===== config.mk =====
export PLATFORM = sky130hd
export DESIGN_NAME = deletion_insert
export DESIGN_NICKNAME = d
export VERILOG_FILES = /design/src/rtl/deletion_insert.sv
export SDC_FILE = /design/constraint.sdc
export NUM_CORES = 1
export LEC_CHECK = 0
export ABC_AREA = 1
export CAP_MARGIN = 20
export CORE_ASPECT_RATIO = 1.75
export CORE_MARGIN = 3
export CORE_UTILIZATION = 45
export DETAILED_ROUTE_END_ITERATION = 10
export PLACE_DENSITY = 0.72
export RECOVER_POWER = 25
export SETUP_SLACK_MARGIN = 0.15
export SLEW_MARGIN = 40
export SYNTH_ARGS = -nofsm -noshare
export SYNTH_HDL_FRONTEND = slang
export SYNTH_SLANG_ARGS = --single-unit

===== constraint.sdc =====
create_clock -name clk -period 4.95 [get_ports clk]
set_input_delay 0.7425 -clock clk [delete_from_list [all_inputs] [get_ports clk]]
set_output_delay 0.7425 -clock clk [all_outputs]
set_load 0.005 [all_outputs]

===== src/rtl/deletion_insert.sv =====
`default_nettype none
// +--------------------------------------------------------------------------+
// | Module  : deletion_insert                                                |
// | Brief   : Rebuilds an N-symbol quaternary codeword from an (N-1)-symbol  |
// |           word by inserting a located symbol, streaming it out with a    |
// |           valid/ready handshake and assembling a parallel copy.          |
// | Revision: 1.0  initial release                                           |
// +--------------------------------------------------------------------------+
module deletion_insert #(
  parameter int N  = 100,
  parameter int IW = 7
) (
  input  logic                 clk,
  input  logic                 rst_n,
  input  logic [2*(N-1)-1:0]   word_in,
  input  logic [IW-1:0]        missing_index,
  input  logic [1:0]           missing_digit,
  input  logic                 in_valid,
  output logic                 in_ready,
  output logic [1:0]           sym_out,
  output logic [IW-1:0]        sym_idx,
  output logic                 sym_valid,
  input  logic                 sym_ready,
  output logic [2*N-1:0]       word_out,
  output logic                 word_valid,
  output logic                 idx_err
);

  typedef enum logic [1:0] {
    S_IDLE = 2'd0,
    S_FILL = 2'd1,
    S_DONE = 2'd2
  } state_t;

  localparam logic [IW-1:0] c_last = IW'(N - 1);
  localparam logic [IW-1:0] c_one  = IW'(1);

  state_t                r_state;
  state_t                w_state_next;
  logic                  w_capture;
  logic                  w_accept;
  logic                  w_last;

  logic [2*(N-1)-1:0]    r_word;
  logic [IW-1:0]         r_pos;
  logic [1:0]            r_digit;
  logic [IW-1:0]         r_k;
  logic [1:0]            r_sym_out;
  logic                  r_sym_valid;
  logic                  r_in_ready;
  logic [2*N-1:0]        r_word_out;
  logic                  r_word_valid;
  logic                  r_idx_err;

  logic                  w_idx_bad;
  logic [IW-1:0]         w_pos_in;
  logic [IW-1:0]         w_k_next;
  logic [1:0]            w_sym_first;
  logic [1:0]            w_sym_succ;
  logic [IW:0]           w_bit_idx;

  // Codeword symbol k given the received word, insertion point and digit.
  function automatic logic [1:0] sym_at(
    input logic [2*(N-1)-1:0] w,
    input logic [IW-1:0]      pos,
    input logic [1:0]         d,
    input logic [IW-1:0]      k
  );
    if (k == pos) begin
      sym_at = d;
    end else if (k < pos) begin
      sym_at = 2'(w >> {k, 1'b0});
    end else begin
      sym_at = 2'(w >> {k - c_one, 1'b0});
    end
  endfunction

  // Out-of-range indices clamp to an append at the final position.
  assign w_idx_bad   = (missing_index > c_last);
  assign w_pos_in    = w_idx_bad ? c_last : missing_index;
  assign w_k_next    = r_k + c_one;
  assign w_sym_first = sym_at(word_in, w_pos_in, missing_digit, '0);
  assign w_sym_succ  = sym_at(r_word, r_pos, r_digit, w_k_next);
  assign w_bit_idx   = {r_k, 1'b0};

  always_ff @(posedge clk or negedge rst_n) begin
    if (!rst_n) begin
      r_state <= S_IDLE;
    end else begin
      r_state <= w_state_next;
    end
  end

  always_comb begin
    w_state_next = r_state;
    w_capture    = 1'b0;
    w_accept     = 1'b0;
    w_last       = 1'b0;
    case (r_state)
      S_IDLE: begin
        if (in_valid) begin
          w_capture    = 1'b1;
          w_state_next = S_FILL;
        end
      end
      S_FILL: begin
        if (sym_ready) begin
          w_accept = 1'b1;
          if (r_k == c_last) begin
            w_last       = 1'b1;
            w_state_next = S_DONE;
          end
        end
      end
      S_DONE: begin
        w_state_next = S_IDLE;
      end
      default: begin
        w_state_next = S_IDLE;
      end
    endcase
  end

  // Flags are registered from the next state so every output comes off a flop.
  always_ff @(posedge clk or negedge rst_n) begin
    if (!rst_n) begin
      r_word       <= '0;
      r_pos        <= '0;
      r_digit      <= '0;
      r_k          <= '0;
      r_sym_out    <= '0;
      r_sym_valid  <= 1'b0;
      r_in_ready   <= 1'b1;
      r_word_out   <= '0;
      r_word_valid <= 1'b0;
      r_idx_err    <= 1'b0;
    end else begin
      r_sym_valid  <= (w_state_next == S_FILL);
      r_word_valid <= (w_state_next == S_DONE);
      r_in_ready   <= (w_state_next == S_IDLE);
      if (w_capture) begin
        r_word     <= word_in;
        r_pos      <= w_pos_in;
        r_digit    <= missing_digit;
        r_idx_err  <= w_idx_bad;
        r_k        <= '0;
        r_sym_out  <= w_sym_first;
        r_word_out <= '0;
      end else if (w_accept) begin
        r_word_out[w_bit_idx +: 2] <= r_sym_out;
        if (!w_last) begin
          r_k       <= w_k_next;
          r_sym_out <= w_sym_succ;
        end
      end
    end
  end

  assign in_ready   = r_in_ready;
  assign sym_out    = r_sym_out;
  assign sym_idx    = r_k;
  assign sym_valid  = r_sym_valid;
  assign word_out   = r_word_out;
  assign word_valid = r_word_valid;
  assign idx_err    = r_idx_err;

endmodule
`default_nettype wire


* Word-level counts from Yosys, hierarchy flattened
Index checks and enable logic that the tools add are counted.
Operators by class: reductions and logical operators 5, shifts and indexed selects 4, magnitude comparators 3, $add $sub $neg 3, mux-type cells 25, equality and inequality tests 6
Operators by type and width (count):
- two-way mux 200 bit | 2
- right shift 198 x 8 -> 2 bit | 2
- bitwise mux 200 bit | 1
- variable shift 2 x 10 -> 200 bit (first input constant) | 1
- indexed part select 2 x 10 -> 200 bit | 1
- two-way mux 7 bit | 4
- two-way mux 2 bit | 10
- negator 8 -> 10 bit | 1
- adder 7 x 1 -> 7 bit (second input constant) | 1
- == test 7 bit | 1
- == test 7 bit (second input constant) | 1
- greater-than comparator 7 bit (second input constant) | 1
- zero test 7 bit | 1
- < comparator 1 x 7 -> 1 bit (first input constant) | 1
- < comparator 7 bit | 1
- two-way mux 1 bit | 7
- subtractor 7 x 1 -> 7 bit (second input constant) | 1
- == test 2 x 1 -> 1 bit (second input constant) | 2
- zero test 2 bit | 2
- one-hot mux 2 bit (2 select lines) | 1
- == test 2 bit (second input constant) | 1
- inequality test 2 bit (second input constant) | 1
- AND reduction 2 bit | 1
- nonzero test 2 bit | 1
Word-level totals: bits in registers 422, output and inout bits 213, input port bits 211, word-level logic and storage cells 57

* Longest topological paths before layout
depth after elaboration 8, depth in mapped cells 27, depth with buffers taken out 26

* Least setup slack after synthesis
Ideal clock, no wire load.
kind register to register, start register r_k[0], in the netlist sym_idx[0], end register r_sym_out[0], in the netlist sym_out[0], arrival time 3.111 ns, setup slack 1.723 ns, path buffers 2, library setup time 0.116 ns, period minus slack after synthesis 3.227 ns, cell stages (with the launch flop) 26, data required time 4.834 ns, path through dfrtp_1 -> ha_1 -> nand2_1 -> clkinv_1 -> nand4_1 -> xor2_1 -> inv_1 -> ha_1 -> nand2_1 -> inv_2 -> a21oi_4 -> nand3_2 -> nand2_2 -> buf_6 -> buf_2 -> nand2_1 -> nand3_1 -> nand3_1 -> nand3_1 -> nand3_1 -> nand3_1 -> nand2_1 -> nand2_1 -> nand3_1 -> nand2_1 -> nand2_1
Between the ends: cells in the longest elaborated chain, start to end 8, elaborated cells on any way between the ends 17, classes of those cells add/sub (2); order compare (1); eq/ne (3); shift (2); mux (8); reduce/logical (1)
Ends and longest elaborated chain:
- start, declared | line 47 | logic [IW-1:0] r_k;
- start signal, assigned | line 152 | r_k <= w_k_next;
- adder 7 x 1 -> 7 bit | line 81 | assign w_k_next = r_k + c_one;
- subtractor 7 x 1 -> 7 bit | line 74 | sym_at = 2'(w >> {k - c_one, 1'b0});
- right shift 198 x 8 -> 2 bit | line 74
- two-way mux 2 bit | line 71 | end else if (k < pos) begin
- two-way mux 2 bit | line 69 | if (k == pos) begin
- two-way mux 2 bit | line 151 | if (!w_last) begin
- two-way mux 2 bit | line 149 | end else if (w_accept) begin
- two-way mux 2 bit | line 141 | if (w_capture) begin
- end signal, assigned | line 147 | r_sym_out <= w_sym_first;
- end signal, assigned | line 153 | r_sym_out <= w_sym_succ;
- end, declared | line 48 | logic [1:0] r_sym_out;
Several ways; a longest one is shown, not always the timed one. The select of a mux whose other input is x is not followed. A chain may end at the register's enable or synchronous reset.

* Worst setup path after layout
Same ends and word-level chain as after synthesis.

==> key figures <==
Synthesis
  • Synth Instances: 2717
  • Sequential-to-total area share from yosys stat: 50.65%
  • Yosys cell types: 41
  • Yosys Warn Count: 0
  • Syn Area/Cell: 7.675 sq um
  • Post-Syn Nets: 2940
  • Seq cells post-synth: 422
  • Mapped cell area: 0.02085 sq mm

Clock network
  • Clock-pin slew on the worst setup and hold paths: 0.07 ns
  • Worst skew pair latency: 0.54 ns
  • Cts repair resizes: 0
  • CTS hold repair buffers: 0
  • CTS tree: built
  • Post-CTS Setup Bufs: 0
  • Worst-case clock buffer depth: 3
  • Clk root buf: clkbuf_16
  • CTS buffer count: 41
  • H-tree levels: 2
  • Num Clock Sinks: 422

Route
  • Post-Route WL: 71100 um
  • Vias: 20034
  • Routed WL per cell: 19.41 um
  • First-pass DRT Iterations: 5
  • Initial DRC count: 1619
  • Via density: 5.469
  • Antenna-violating nets left: 0
  • # DRC: 0

Global route
  • Vias in the first global route: 20320
  • First-pass GRT wire length: 110600 um
  • GRT Overall Usage: 28.45%
  • GRT overflow: 0
  • Largest net degree at the start of global routing: 151
  • Initial antenna violation count: 2

Power
  • Leakage power: 11.82 nW
  • Worst IR drop on VDD: 0.8826 mV
  • Power Density: 707.1 mW/mm^2

Placed design
  • Port bufs: 423
  • GP Congestion: 0.9236
  • # placed instances: 3593
  • DP Area: 0.02552 sq mm
  • Setup slack at placement: 0.5609 ns
  • Final HPWL DP: 52190 um

Critical path
  • Kind of critical path: reg2reg
  • Critical Path AT: 4.84 ns
  • Crit-path slowest cell: dfrtp_1
  • CP startpoint: sym_idx[0]
  • Delay of the slowest cell on the worst path: 0.52 ns
  • Worst R2R Setup Slack: 0.53 ns
  • Worst reg2reg startpoint: sym_idx[0]
  • Worst reg2reg path depth: 25
  • Most frequent CP cell: nand2_1
  • RR Endpoint: sym_out[0]
  • Critical Path End Type: flop
  • CP required: 5.37 ns
  • Setup crit start kind: flop
  • Critical path fanouts, max: 49

Timing
  • Minimum clock period after layout: 4.417 ns
  • Post-route setup slack: 0.5331 ns
  • Fmax: 226.4 MHz
  • Final setup fails: 0
  • Slew Limit Fails: 315
  • Worst Clk Skew: 0.01752 ns
  • Final hold violations: 0
  • Slew headroom: -51.48%
  • Total negative slack: 0 ns
  • Period utilisation layout: 89.23%
  • Slew of the pin with the lowest slew margin: 2.272 ns
  • RSZ-0062 raised after global routing: no

Floorplanning
  • I/O pin cnt: 424
  • Num rows: 103
  • Initial Util: 45.84%
  • Die ar.: 0.04906 sq mm
  • Die width: 168.7 um
  • Core Area: 0.04549 sq mm
  • Die Span Y: 290.8 um

Final layout
  • Non-Filler Instances: 3663
  • Area grow syn2layout: 28.49%
  • Final nets: 3282
  • Fraction of layout cells with a size suffix above 1: 5.057%
  • Design area: 0.02679 sq mm

Min path
  • Hold Path Stages: 2
  • Hold wc startpoint: r_word[130]
  • Worst Hold End: r_word[130]
  • Worst min-delay path class: reg2reg

Status
  • Status: finished with violations
  • Failing checks: max-capacitance violations, max-slew violations

Job
  • Max_cap viols: 4
==> cells by family after synthesis <==
kind of cell,share of synthesized area (%)
buf+inv,8.760
flops,50.65
xor+xnor,0.3720
compound gates,13.36
simple gates,26.14
fa+ha+maj,0.7200
==> cell usage after synthesis (all sizes together) <==
cell type	number	area (sq um)
xnor2	1	8.760
xor2	7	68.82
inv	301	1130
nor3	24	185.2
o31ai	3	22.52
nor2	218	853.3
nor4	1	6.260
nand3	200	1016
a32o	42	420.4
o22ai	10	62.56
o21a	1	7.510
clkbuf	94	352.8
a21oi	8	51.30
ha	12	150.1
dfrtp	421	10540
nand3b	6	45.04
o21ai	430	2163
buf	62	340.3
clkinv	1	3.750
a31oi	7	43.79
o21bai	1	7.510
or2	2	12.52
dfstp	1	26.28
nand4	21	131.4
nand2	842	3201
a22oi	1	7.510
==> flip-flops by register name (all words and copies together) (netlist names), 2 cells and up <==
| name | cells |
|---|---|
| sym_out | 2 |
| r_word | 198 |
| r_pos | 7 |
| r_digit | 2 |
| r_state | 2 |
| sym_idx | 7 |
| word_out | 200 |
==> through the flow <==
| step | hold slack (ns) | power (mW) | utilization [%] |
|---|---|---|---|
| final | 0.4752 | 18.95 | 58.90 |
| after global routing | 0.5027 | 20.37 | 58.89 |
| after CTS | 0.2392 | 18.96 | 59.00 |
| after detailed placement | 0.4600 | 15.70 | 56.09 |
| after global placement | 0.4532 | 15.54 | 56.08 |
| after floorplan | 0.4401 | 12.16 | - |
==> worst max path at each step <==
stage	endpoint	slack [ns]	depth (start not counted)
6_report	sym_out[0]	0.53	25
3_3_place_gp	sym_out[0]	0.62	25
3_5_place_dp	sym_out[0]	0.56	25
4_1_cts	sym_out[0]	0.50	25
5_1_grt	sym_out[0]	0.16	25
2_1_floorplan	sym_out[0]	1.72	25
==> layout make-up <==
type | instances | area [sq um]
Antenna cell | 1 | 2.502
Clock buffer | 58 | 1160
Clock inverter | 11 | 162.7
Fill cell | 4104 | 18700
Inverter | 302 | 1147
Multi-Input combinational cell | 1837 | 8497
Sequential cell | 422 | 10560
Tap cell | 577 | 721.9
Timing Repair Buffer | 455 | 4541
==> metal layers <==
layer | GRT usage [%] | wire (um)
met5 | 0 | 14
met4 | 18.71 | 5417
met3 | 3.239 | 4400
met2 | 49.87 | 36130
met1 | 32.39 | 25140
==> critical path, delay by kind of cell (launching register included) <==
family	cells	cell delay [ns]
compound gates	1	0.37
xor+xnor	1	0.19
fa+ha+maj	2	0.60
buf+inv	3	0.52
flops	1	0.52
simple gates	18	2.05
==> where the power goes <==
group,total [mW],leakage [nW],switching [mW],internal (mW)
Combinational,10.8,5.65,7.55,3.27
Sequential,4.96,5.53,0.498,4.46
Clock,3.18,0.652,1.34,1.84
==> placed cells by master, fill, tap and decap left out, types with 12 or more instances in the layout <==
cell type / n
nand2_1: 829
clkdlybuf4s50_1: 422
dfrtp_1: 421
o21ai_0: 395
inv_1: 282
nor2_1: 210
nand3_1: 197
a32o_1: 42
clkbuf_16: 41
o21ai_1: 32
buf_4: 22
nand4_1: 21
inv_2: 17
nor3_2: 13
ha_1: 12
Note: power is estimated with default switching activity, not from simulation.
